`config.mk`:
```
export PLATFORM = sky130hd
export DESIGN_NAME = rr_request_arbiter_flat
export DESIGN_NICKNAME = d
export VERILOG_FILES = /design/src/rtl/rr_request_arbiter_pkg.sv /design/src/rtl/rr_request_arbiter_if.sv /design/src/rtl/rr_request_arbiter_pick.sv /design/src/rtl/rr_request_arbiter.sv /design/src/flat_wrapper.sv
export SDC_FILE = /design/constraint.sdc
export NUM_CORES = 1
export LEC_CHECK = 0
export ABC_CLOCK_PERIOD_IN_PS = 2200
export CORE_AREA = 2 2 45 47
export DETAILED_ROUTE_END_ITERATION = 10
export DIE_AREA = 0 0 47 49
export GPL_TIMING_DRIVEN = 0
export PLACE_DENSITY = 0.79
export SYNTH_ARGS = -nofsm -noshare
export SYNTH_HDL_FRONTEND = slang
export SYNTH_HIERARCHICAL = 1
export SYNTH_SLANG_ARGS = --single-unit
```
`constraint.sdc`:
```
create_clock -name clk -period 2.2 [get_ports clk]
set_clock_uncertainty 0.05 [all_clocks]
set_input_delay 0.44 -clock clk [delete_from_list [all_inputs] [get_ports clk]]
set_output_delay 0.44 -clock clk [all_outputs]
set_load 0.01 [all_outputs]
```
`src/rtl/rr_request_arbiter_pkg.sv`:
```
// Shared constants, FSM encoding and helpers for the round-robin request arbiter.
package rr_request_arbiter_pkg;

    localparam int NUM_REQ = 4;
    localparam int IDX_W   = 2;
    localparam int HOLD_W  = 8;

    localparam logic [HOLD_W-1:0] HOLD_SAT = '1;

    typedef enum logic {
        ST_IDLE  = 1'b0,
        ST_GRANT = 1'b1
    } arb_state_e;

    function automatic logic [IDX_W-1:0] idx_inc(input logic [IDX_W-1:0] i);
        return i + 2'd1;
    endfunction

endpackage

```
`src/rtl/rr_request_arbiter_if.sv`:
```
// Request/grant bundle between requesters (master) and the arbiter (slave).
interface rr_request_arbiter_if;
    import rr_request_arbiter_pkg::*;

    logic [NUM_REQ-1:0] req;
    logic               done;
    logic               addr0;
    logic               addr1;
    logic               enable;
    logic               timeout;

    modport master (
        output req,
        output done,
        input  addr0,
        input  addr1,
        input  enable,
        input  timeout
    );

    modport slave (
        input  req,
        input  done,
        output addr0,
        output addr1,
        output enable,
        output timeout
    );

endinterface

```
`src/rtl/rr_request_arbiter_pick.sv`:
```
// Combinational round-robin pick: first set request scanning from ptr upward, modulo 4.
module rr_priority_pick
    import rr_request_arbiter_pkg::*;
(
    input  logic [NUM_REQ-1:0] req,
    input  logic [IDX_W-1:0]   ptr,
    output logic [IDX_W-1:0]   idx,
    output logic               any
);

    logic [IDX_W-1:0] cand;

    // Scan from the farthest offset back to ptr so the nearest set bit wins.
    always_comb begin
        idx  = ptr;
        any  = 1'b0;
        cand = ptr;
        for (int k = NUM_REQ - 1; k >= 0; k--) begin
            cand = ptr + IDX_W'(k);
            if (req[cand]) begin
                idx = cand;
                any = 1'b1;
            end
        end
    end

endmodule

```
`src/rtl/rr_request_arbiter.sv`:
```
// Four-requester round-robin arbiter with hold limit; drives a 2-to-4 enable decoder.
//   state    | meaning
//   ST_IDLE  | no grant; enable low, searching from ptr
//   ST_GRANT | index held on addr1/addr0, enable high, hold_cnt running
module rr_request_arbiter
    import rr_request_arbiter_pkg::*;
#(
    parameter int MAX_HOLD = 15
)
(
    input  logic                 clk,
    input  logic                 rst_n,
    rr_request_arbiter_if.slave  bus
);

    localparam bit                LIMIT_EN  = (MAX_HOLD != 0);
    localparam logic [HOLD_W-1:0] HOLD_LAST = LIMIT_EN ? HOLD_W'(MAX_HOLD - 1) : '0;

    arb_state_e        state_q, state_d;
    logic [IDX_W-1:0]  ptr_q, ptr_d;
    logic [IDX_W-1:0]  idx_q, idx_d;
    logic [HOLD_W-1:0] hold_cnt_q, hold_cnt_d;
    logic              timeout_q, timeout_d;

    logic [IDX_W-1:0]  pick_idx;
    logic              pick_any;
    logic              rel_done, rel_drop, rel_limit;

    rr_priority_pick u_pick (
        .req (bus.req),
        .ptr (ptr_q),
        .idx (pick_idx),
        .any (pick_any)
    );

    always_ff @(posedge clk or negedge rst_n) begin
        if (!rst_n) begin
            state_q    <= ST_IDLE;
            ptr_q      <= '0;
            idx_q      <= '0;
            hold_cnt_q <= '0;
            timeout_q  <= 1'b0;
        end else begin
            state_q    <= state_d;
            ptr_q      <= ptr_d;
            idx_q      <= idx_d;
            hold_cnt_q <= hold_cnt_d;
            timeout_q  <= timeout_d;
        end
    end

    always_comb begin
        state_d    = state_q;
        ptr_d      = ptr_q;
        idx_d      = idx_q;
        hold_cnt_d = hold_cnt_q;
        timeout_d  = 1'b0;
        rel_done   = 1'b0;
        rel_drop   = 1'b0;
        rel_limit  = 1'b0;

        case (state_q)
            ST_IDLE: begin
                if (pick_any) begin
                    idx_d      = pick_idx;
                    hold_cnt_d = '0;
                    state_d    = ST_GRANT;
                end
            end
            ST_GRANT: begin
                rel_done  = bus.done;
                rel_drop  = ~bus.req[idx_q];
                rel_limit = LIMIT_EN && (hold_cnt_q == HOLD_LAST);
                if (hold_cnt_q != HOLD_SAT) begin
                    hold_cnt_d = hold_cnt_q + 8'd1;
                end
                // Timeout flags only a release the holder did not ask for itself.
                if (rel_done || rel_drop || rel_limit) begin
                    state_d   = ST_IDLE;
                    ptr_d     = idx_inc(idx_q);
                    timeout_d = rel_limit & ~rel_done & ~rel_drop;
                end
            end
            default: begin
                state_d = ST_IDLE;
            end
        endcase
    end

    assign bus.addr0   = idx_q[0];
    assign bus.addr1   = idx_q[1];
    assign bus.enable  = (state_q == ST_GRANT);
    assign bus.timeout = timeout_q;

endmodule

```
`src/flat_wrapper.sv`:
```
// flat-port wrapper written by rule: the top's interface ports become plain ports
module rr_request_arbiter_flat import rr_request_arbiter_pkg::*;
#(
    parameter int MAX_HOLD = 15
)
  (clk, rst_n, bus_req, bus_done, bus_addr0, bus_addr1, bus_enable, bus_timeout);
  rr_request_arbiter_if bus_i ();
  input  logic clk;
  input  logic rst_n;
  input wire logic [$bits(bus_i.req)-1:0] bus_req;
  input wire logic [$bits(bus_i.done)-1:0] bus_done;
  output wire logic [$bits(bus_i.addr0)-1:0] bus_addr0;
  output wire logic [$bits(bus_i.addr1)-1:0] bus_addr1;
  output wire logic [$bits(bus_i.enable)-1:0] bus_enable;
  output wire logic [$bits(bus_i.timeout)-1:0] bus_timeout;
  assign bus_i.req = bus_req;
  assign bus_i.done = bus_done;
  assign bus_addr0 = bus_i.addr0;
  assign bus_addr1 = bus_i.addr1;
  assign bus_enable = bus_i.enable;
  assign bus_timeout = bus_i.timeout;
  rr_request_arbiter #(.MAX_HOLD(MAX_HOLD)) u_core (.clk(clk), .rst_n(rst_n), .bus(bus_i));
endmodule
```
==> results of run 1 <==
==> kinds of logic (layout without fill, tap and decap cells) <==
kind of cell | Yosys count | count (layout)
buf+inv | 7 | 21
xor+xnor | 3 | 3
mux | 4 | 4
fa+ha+maj | 2 | 2
simple gates | 47 | 47
compound gates | 18 | 18
flops | 14 | 14
==> worst paths after layout <==
check | start | endpoint | slack (ps) | cells past startpoint
hold reg to reg | u_core/hold_cnt_q[3] | u_core/hold_cnt_q[3] | 520 | 2
hold / removal | rst_n | u_core/hold_cnt_q[6] | 490 | 1
setup reg to reg | u_core/hold_cnt_q[1] | u_core/hold_cnt_q[2] | 500 | 6
max in group asynchronous | rst_n | u_core/ptr_q[0] | 1210 | 1
setup / recovery | bus_req[3] | u_core/ptr_q[1] | 360 | 5
min in group clk | u_core/hold_cnt_q[3] | u_core/hold_cnt_q[3] | 520 | 2
==> state kept, by name, indices dropped and copies added, names as in the netlist <==
| name | flops |
|---|---|
| u_core/idx_q | 2 |
| u_core/ptr_q | 2 |
| u_core/hold_cnt_q | 8 |
| u_core/bus.enable | 1 |
| u_core/bus.timeout | 1 |
==> through the flow <==
stage	instances	instance area [um2]
after floorplan	95	854.6
after global placement	132	988.4
after detailed placement	132	988.4
after CTS	136	1025
after global routing	136	1025
final	136	1025
==> layout make-up <==
type,instances,share of cell area (%)
plain buffers,3,2.076
clock buffers,4,3.541
inverters,4,1.465
multi-input cells,74,45.67
flip-flops and latches,14,34.19
well taps,27,3.297
repair buffers,10,9.768
==> cells in the mapped netlist (2+ instances only) <==
cell type | number | share of area [%]
nor2_1 | 6 | 2.6
nand4_1 | 2 | 1.5
nor3_1 | 4 | 2.3
and2b_2 | 2 | 2.1
inv_1 | 4 | 1.8
and3_1 | 2 | 1.5
nand2b_1 | 2 | 1.5
o21ai_0 | 7 | 4.1
dfrtp_1 | 14 | 41
nand2_1 | 13 | 5.7
nand3_1 | 8 | 4.7
o21ai_1 | 3 | 1.8
mux2i_1 | 2 | 2.3
a21oi_1 | 3 | 1.8
xor2_1 | 3 | 3.1
ha_1 | 2 | 2.9
==> report_power, final <==
part	switching, mW	leakage [nW]	internal [mW]
Combinational	0.233	0.267	0.238
Sequential	0.0999	0.181	0.334
Clock	0.0823	0.0210	0.101
Total	0.415	0.469	0.673
==> routing by layer <==
| layer | vias up | global-route usage [%] |
|---|---|---|
| met1 | 355 | 21.58 |
| li1 | 367 | - |
| met5 | - | 0 |
| met4 | 0 | 5.556 |
| met2 | 9 | 31.05 |
| met3 | 2 | 3.333 |
==> worst max-delay path, cell delays in order <==
cell             delay (ps)
clkdlybuf4s50_1         510
mux4_2                  520
nand2b_1                110
o21ai_2                  80
mux2_4                  290
==> impl_metrics.py, run 1 <==
metrics = {
    "placement": {
        "io_buffers": 10,
        "post-dp-hpwl_um": 1332,
        "dp_slack_ps": 80.76,
        "globalplace.congestion": 0.9226,
    },
    "layout": {
        "drive_gt1_share_pct": 12.84,
        "fin_nets": 119,
        "fill_cells": 171,
        "most-common-layout-cells": "dfrtp_1 (14), nand2_1 (13), clkdlybuf4s50_1 (10)",
        "ff_latch_area_um2": 350.3,
        "n_antenna_cell": 0,
        "syn_to_final_growth_pct": 19.91,
        "final_util_pct": 55.64,
        "multi_input_area_um2": 467.9,
        "layout_commonest_cell": "dfrtp_1",
    },
    "routing": {
        "wirelength_um": 1775,
        "viasPerCell": 5.390,
        "drtIter0Drc": 15,
        "drt-wirelength-per-cell_um": 13.05,
        "drc": 0,
        "final_antenna_net_count": 0,
        "drt-met1-wl_um": 829,
        "first_pass_iters": 4,
        "wl_met2_um": 901,
        "vias": 733,
        "wl_met3_um": 28,
        "highest_layer": "met4",
    },
    "clocking": {
        "ctsResizeCount": 0,
        "root_buffer": "clkbuf_4",
        "cts_setup_buffers": 0,
        "cts_max_level": 1,
        "ctsHoldBuffers": 0,
        "clock-sinks": 14,
        "clkTransAtPathRegs_ps": 90,
        "cts_buffer_depth": 2,
        "worst_skew_pair.late_latency_ps": 280,
        "cts_tree": "built",
        "cts_made_buffers": 3,
    },
    "die": {
        "die_w_um": 47,
        "die_area_um2": 2303,
        "ios": 11,
        "initial_core_util_pct": 46.40,
        "fp.dieH_um": 49,
        "row_count": 16,
        "design.core.area_um2": 1842,
    },
    "status": {
        "outcome": "finished clean",
    },
    "timing": {
        "hold-worst-slack_ps": 488.2,
        "min_period_ps": 1838,
        "min_period_over_period_pct": 83.55,
        "rsz0062_at_grt": "false",
        "worstMarginPinSlew_ps": 612.8,
        "finalSetupViolations": 0,
        "timing.final.ws_setup_ps": 361.9,
        "slew-limit-headroom_pct": 59.02,
        "finalMaxSlewViolations": 0,
        "fin_tns_setup_ps": 0,
        "hold_violations": 0,
        "fmax_mhz": 544.1,
    },
    "synth": {
        "async_flop_share_pct": 100.0,
        "yosysWarningCount": 6,
        "yosys-mux-area-fraction_pct": 6.735,
        "synth_top_family_by_area": "simple AND/OR/NAND/NOR gates",
        "syn_inst": 95,
        "synth_cell_types": 34,
        "ys.flop_type": "dfrtp_1",
        "yosys_register_bits": 14,
        "syn_area_per_cell_um2": 8.995,
        "syn_nets": 104,
        "yosysSeqAreaShare_pct": 41.00,
        "syn_area_um2": 854.6,
        "synth_compound_area_share_pct": 12.88,
        "synth-simple-area-share_pct": 29.14,
        "synth_enable_flop_cells": 0,
        "synthAdderAreaFrac_pct": 2.928,
        "yosys.area_share.xor_xnor_pct": 3.075,
    },
    "setup_path": {
        "crit_fanout": 7,
        "cp_data_arrival_time_ps": 1950,
        "cp.required_ps": 2310,
        "end_kind": "flop",
        "crit_type": "in2reg",
        "worstSetupStartpointType": "input pin",
    },
    "power": {
        "ir_drop_mv": 0.4651,
        "pwr_density_cell_nw_per_um2": 1062,
        "leakagePower_nw": 0.4687,
        "total_power_mw": 1.088,
    },
    "global_routing": {
        "overflow": 0,
        "grt_max_degree": 15,
        "grt_usage_pct": 17.99,
        "antenna_found_initial": 0,
        "grt_pass1_vias": 768,
        "grt_pass1_wl_um": 3111,
    },
    "job": {
        "cap_violations": 0,
    },
    "min_path": {
        "hold_class": "in2async",
    },
}
(Power assumes the default switching activity.)
==> run 2, diff against run 1 <==
--- a/config.mk
+++ b/config.mk
@@ -5,10 +5,10 @@
 export SDC_FILE = /design/constraint.sdc
 export NUM_CORES = 1
 export LEC_CHECK = 0
-export ABC_CLOCK_PERIOD_IN_PS = 2200
-export CORE_AREA = 2 2 45 47
+export ABC_CLOCK_PERIOD_IN_PS = 1500
+export CORE_AREA = 2 2 46 48
 export DETAILED_ROUTE_END_ITERATION = 10
-export DIE_AREA = 0 0 47 49
+export DIE_AREA = 0 0 48 50
 export GPL_TIMING_DRIVEN = 0
 export PLACE_DENSITY = 0.79
 export SYNTH_ARGS = -nofsm -noshare
==> constraint.sdc (replaced) <==
create_clock -name clk -period 1.5 [get_ports clk]
set_clock_uncertainty 0.05 [all_clocks]
set_input_delay 0.3 -clock clk [delete_from_list [all_inputs] [get_ports clk]]
set_output_delay 0.3 -clock clk [all_outputs]
set_load 0.01 [all_outputs]
==> run 2 against run 1 <==
Against the previous run:
- cell count is 6.6% higher
- non-clock buffer count increased by 9
- global-route usage decreased by 1.0 points
- worst setup slack worse by 430 ps
- critical path type is now reg2reg
- count of clock-buffer cells in the layout is the same
- die area is 4.2% higher
- total power rose by 64%
- first-iteration DRC count increased by 40%
- cell area rose by 9.3%
- critical path depth fell by 1
- the flow now finishes with violations (setup timing)
==> impl_metrics.py, run 2 (synthesized netlist as in run 1, its figures left out) <==
metrics = {
    "status": {
        "outcome": "complete, but fails checks",
        "failed_checks": "setup timing",
    },
    "routing": {
        "drtIter0Drc": 21,
        "viasPerCell": 5.345,
        "final_antenna_net_count": 0,
        "drt-wirelength-per-cell_um": 13.00,
        "vias": 775,
        "drc": 0,
        "first_pass_iters": 4,
        "wirelength_um": 1885,
    },
    "global_routing": {
        "grt_pass1_vias": 674,
        "grt_pass1_wl_um": 2863,
        "overflow": 0,
        "grt_usage_pct": 16.97,
        "grt_max_degree": 15,
        "antenna_found_initial": 0,
    },
    "die": {
        "ios": 11,
        "row_count": 16,
        "initial_core_util_pct": 44.93,
        "die_area_um2": 2400,
        "design.core.area_um2": 1902,
        "fp.dieH_um": 50,
        "die_w_um": 48,
    },
    "timing": {
        "fin_tns_setup_ps": -124.7,
        "finalSetupViolations": 2,
        "min_period_ps": 1569,
        "timing.final.ws_setup_ps": -69.30,
        "fmax_mhz": 637.2,
        "worstMarginPinSlew_ps": 618.3,
        "rsz0062_at_grt": "true",
        "min_period_over_period_pct": 104.6,
        "finalMaxSlewViolations": 0,
        "slew-limit-headroom_pct": 58.65,
        "hold_violations": 0,
    },
    "clocking": {
        "cts_tree": "built",
        "cts_max_level": 1,
        "cts_made_buffers": 3,
        "worst_skew_pair.late_latency_ps": 290,
        "clkTransAtPathRegs_ps": 100,
        "clock-sinks": 14,
        "cts_buffer_depth": 2,
        "root_buffer": "clkbuf_4",
    },
    "placement": {
        "globalplace.congestion": 0.8935,
        "post-dp-hpwl_um": 1244,
        "io_buffers": 10,
    },
    "layout": {
        "regMostFlops": "u_core/hold_cnt_q",
        "n_antenna_cell": 0,
        "fill_cells": 167,
        "final_util_pct": 58.88,
        "top_regs": "u_core/hold_cnt_q x8, u_core/idx_q x2, u_core/ptr_q x2",
        "syn_to_final_growth_pct": 31.04,
        "largest_reg_flops": 8,
        "drive_gt1_share_pct": 24.58,
        "fin_nets": 128,
        "most-common-layout-cells": "nand2_1 (13), dfrtp_1 (13), buf_4 (10)",
    },
    "setup_path": {
        "end_kind": "flop",
        "crit_type": "reg2reg",
        "cp.required_ps": 1620,
        "cp_data_arrival_time_ps": 1690,
        "worstSetupStartpointType": "flop",
        "crit_fanout": 4,
    },
    "power": {
        "total_power_mw": 1.784,
        "pwr_density_cell_nw_per_um2": 1593,
        "ir_drop_mv": 0.6524,
        "leakagePower_nw": 0.5454,
    },
    "job": {
        "cap_violations": 0,
    },
    "min_path": {
        "hold_class": "in2async",
    },
}
[run 2: power breakdown]
part / switching, mW / total, mW / internal, mW
Clock: 0.137 / 0.285 / 0.148
Combinational: 0.420 / 0.892 / 0.472
Sequential: 0.114 / 0.607 / 0.493
[run 2: path summary, 6_finish.rpt]
check                                     start                    to  slack [ps]  cells after the start
worst max register to register  u_core/idx_q[0]       u_core/ptr_q[1]         -70                      4
worst min register to register  u_core/idx_q[0]       u_core/ptr_q[0]         490                      1
max in group asynchronous                 rst_n       u_core/idx_q[0]         620                      1
worst max-delay path            u_core/idx_q[0]       u_core/ptr_q[1]         -70                      4
min in group clk                u_core/idx_q[0]       u_core/ptr_q[0]         490                      1
worst min-delay path                      rst_n  u_core/hold_cnt_q[6]         340                      1
[run 2: critical path: stages (launching register included)]
cell	delay, ps
dfrtp_2	410
mux4_2	540
nand2b_4	100
o21ai_4	70
mux2_4	290
[run 2: timing repair]
item	4_1_cts	5_1_grt
setup endpoints to repair	14	10
gates resized for setup	9	8
cloned	0	0
setup buffers	4	5
pin swaps	1	2
hold buffers	0	0
[run 2: through the flow]
stage | setup WS [ps] | instances | hold slack (ps) | cell area [um2]
3_5_place_dp | -500.4 | 132 | 494.2 | 989.7
3_3_place_gp | -445.4 | 132 | 485.0 | 989.7
6_report | -69.30 | 145 | 336.9 | 1120
5_1_grt | -103.2 | 145 | 400.5 | 1120
4_1_cts | -92.83 | 140 | 361.9 | 1052
2_1_floorplan | -41.67 | 95 | -45.59 | 855.8
[run 2: area by class of cell]
| class | instances | area, um2 | share of cell area [%] |
|---|---|---|---|
| buffer | 3 | 23.77 | 2.123 |
| clock buffer | 4 | 36.28 | 3.240 |
| inverter | 4 | 15.01 | 1.341 |
| multi-input combinational | 74 | 496.7 | 44.36 |
| sequential | 14 | 351.6 | 31.40 |
| tap | 27 | 33.78 | 3.017 |
| timing repair buffer | 19 | 162.7 | 14.53 |
[run 2: layer usage]
| metal | global-route usage (%) | vias up | part of all wire [%] |
|---|---|---|---|
| met3 | 2.198 | 2 | 2.8 |
| met4 | 9.459 | 0 | 0.74 |
| met5 | 0 | - | 0 |
| met1 | 24.09 | 369 | 49 |
| li1 | - | 391 | - |
| met2 | 24.00 | 13 | 47 |
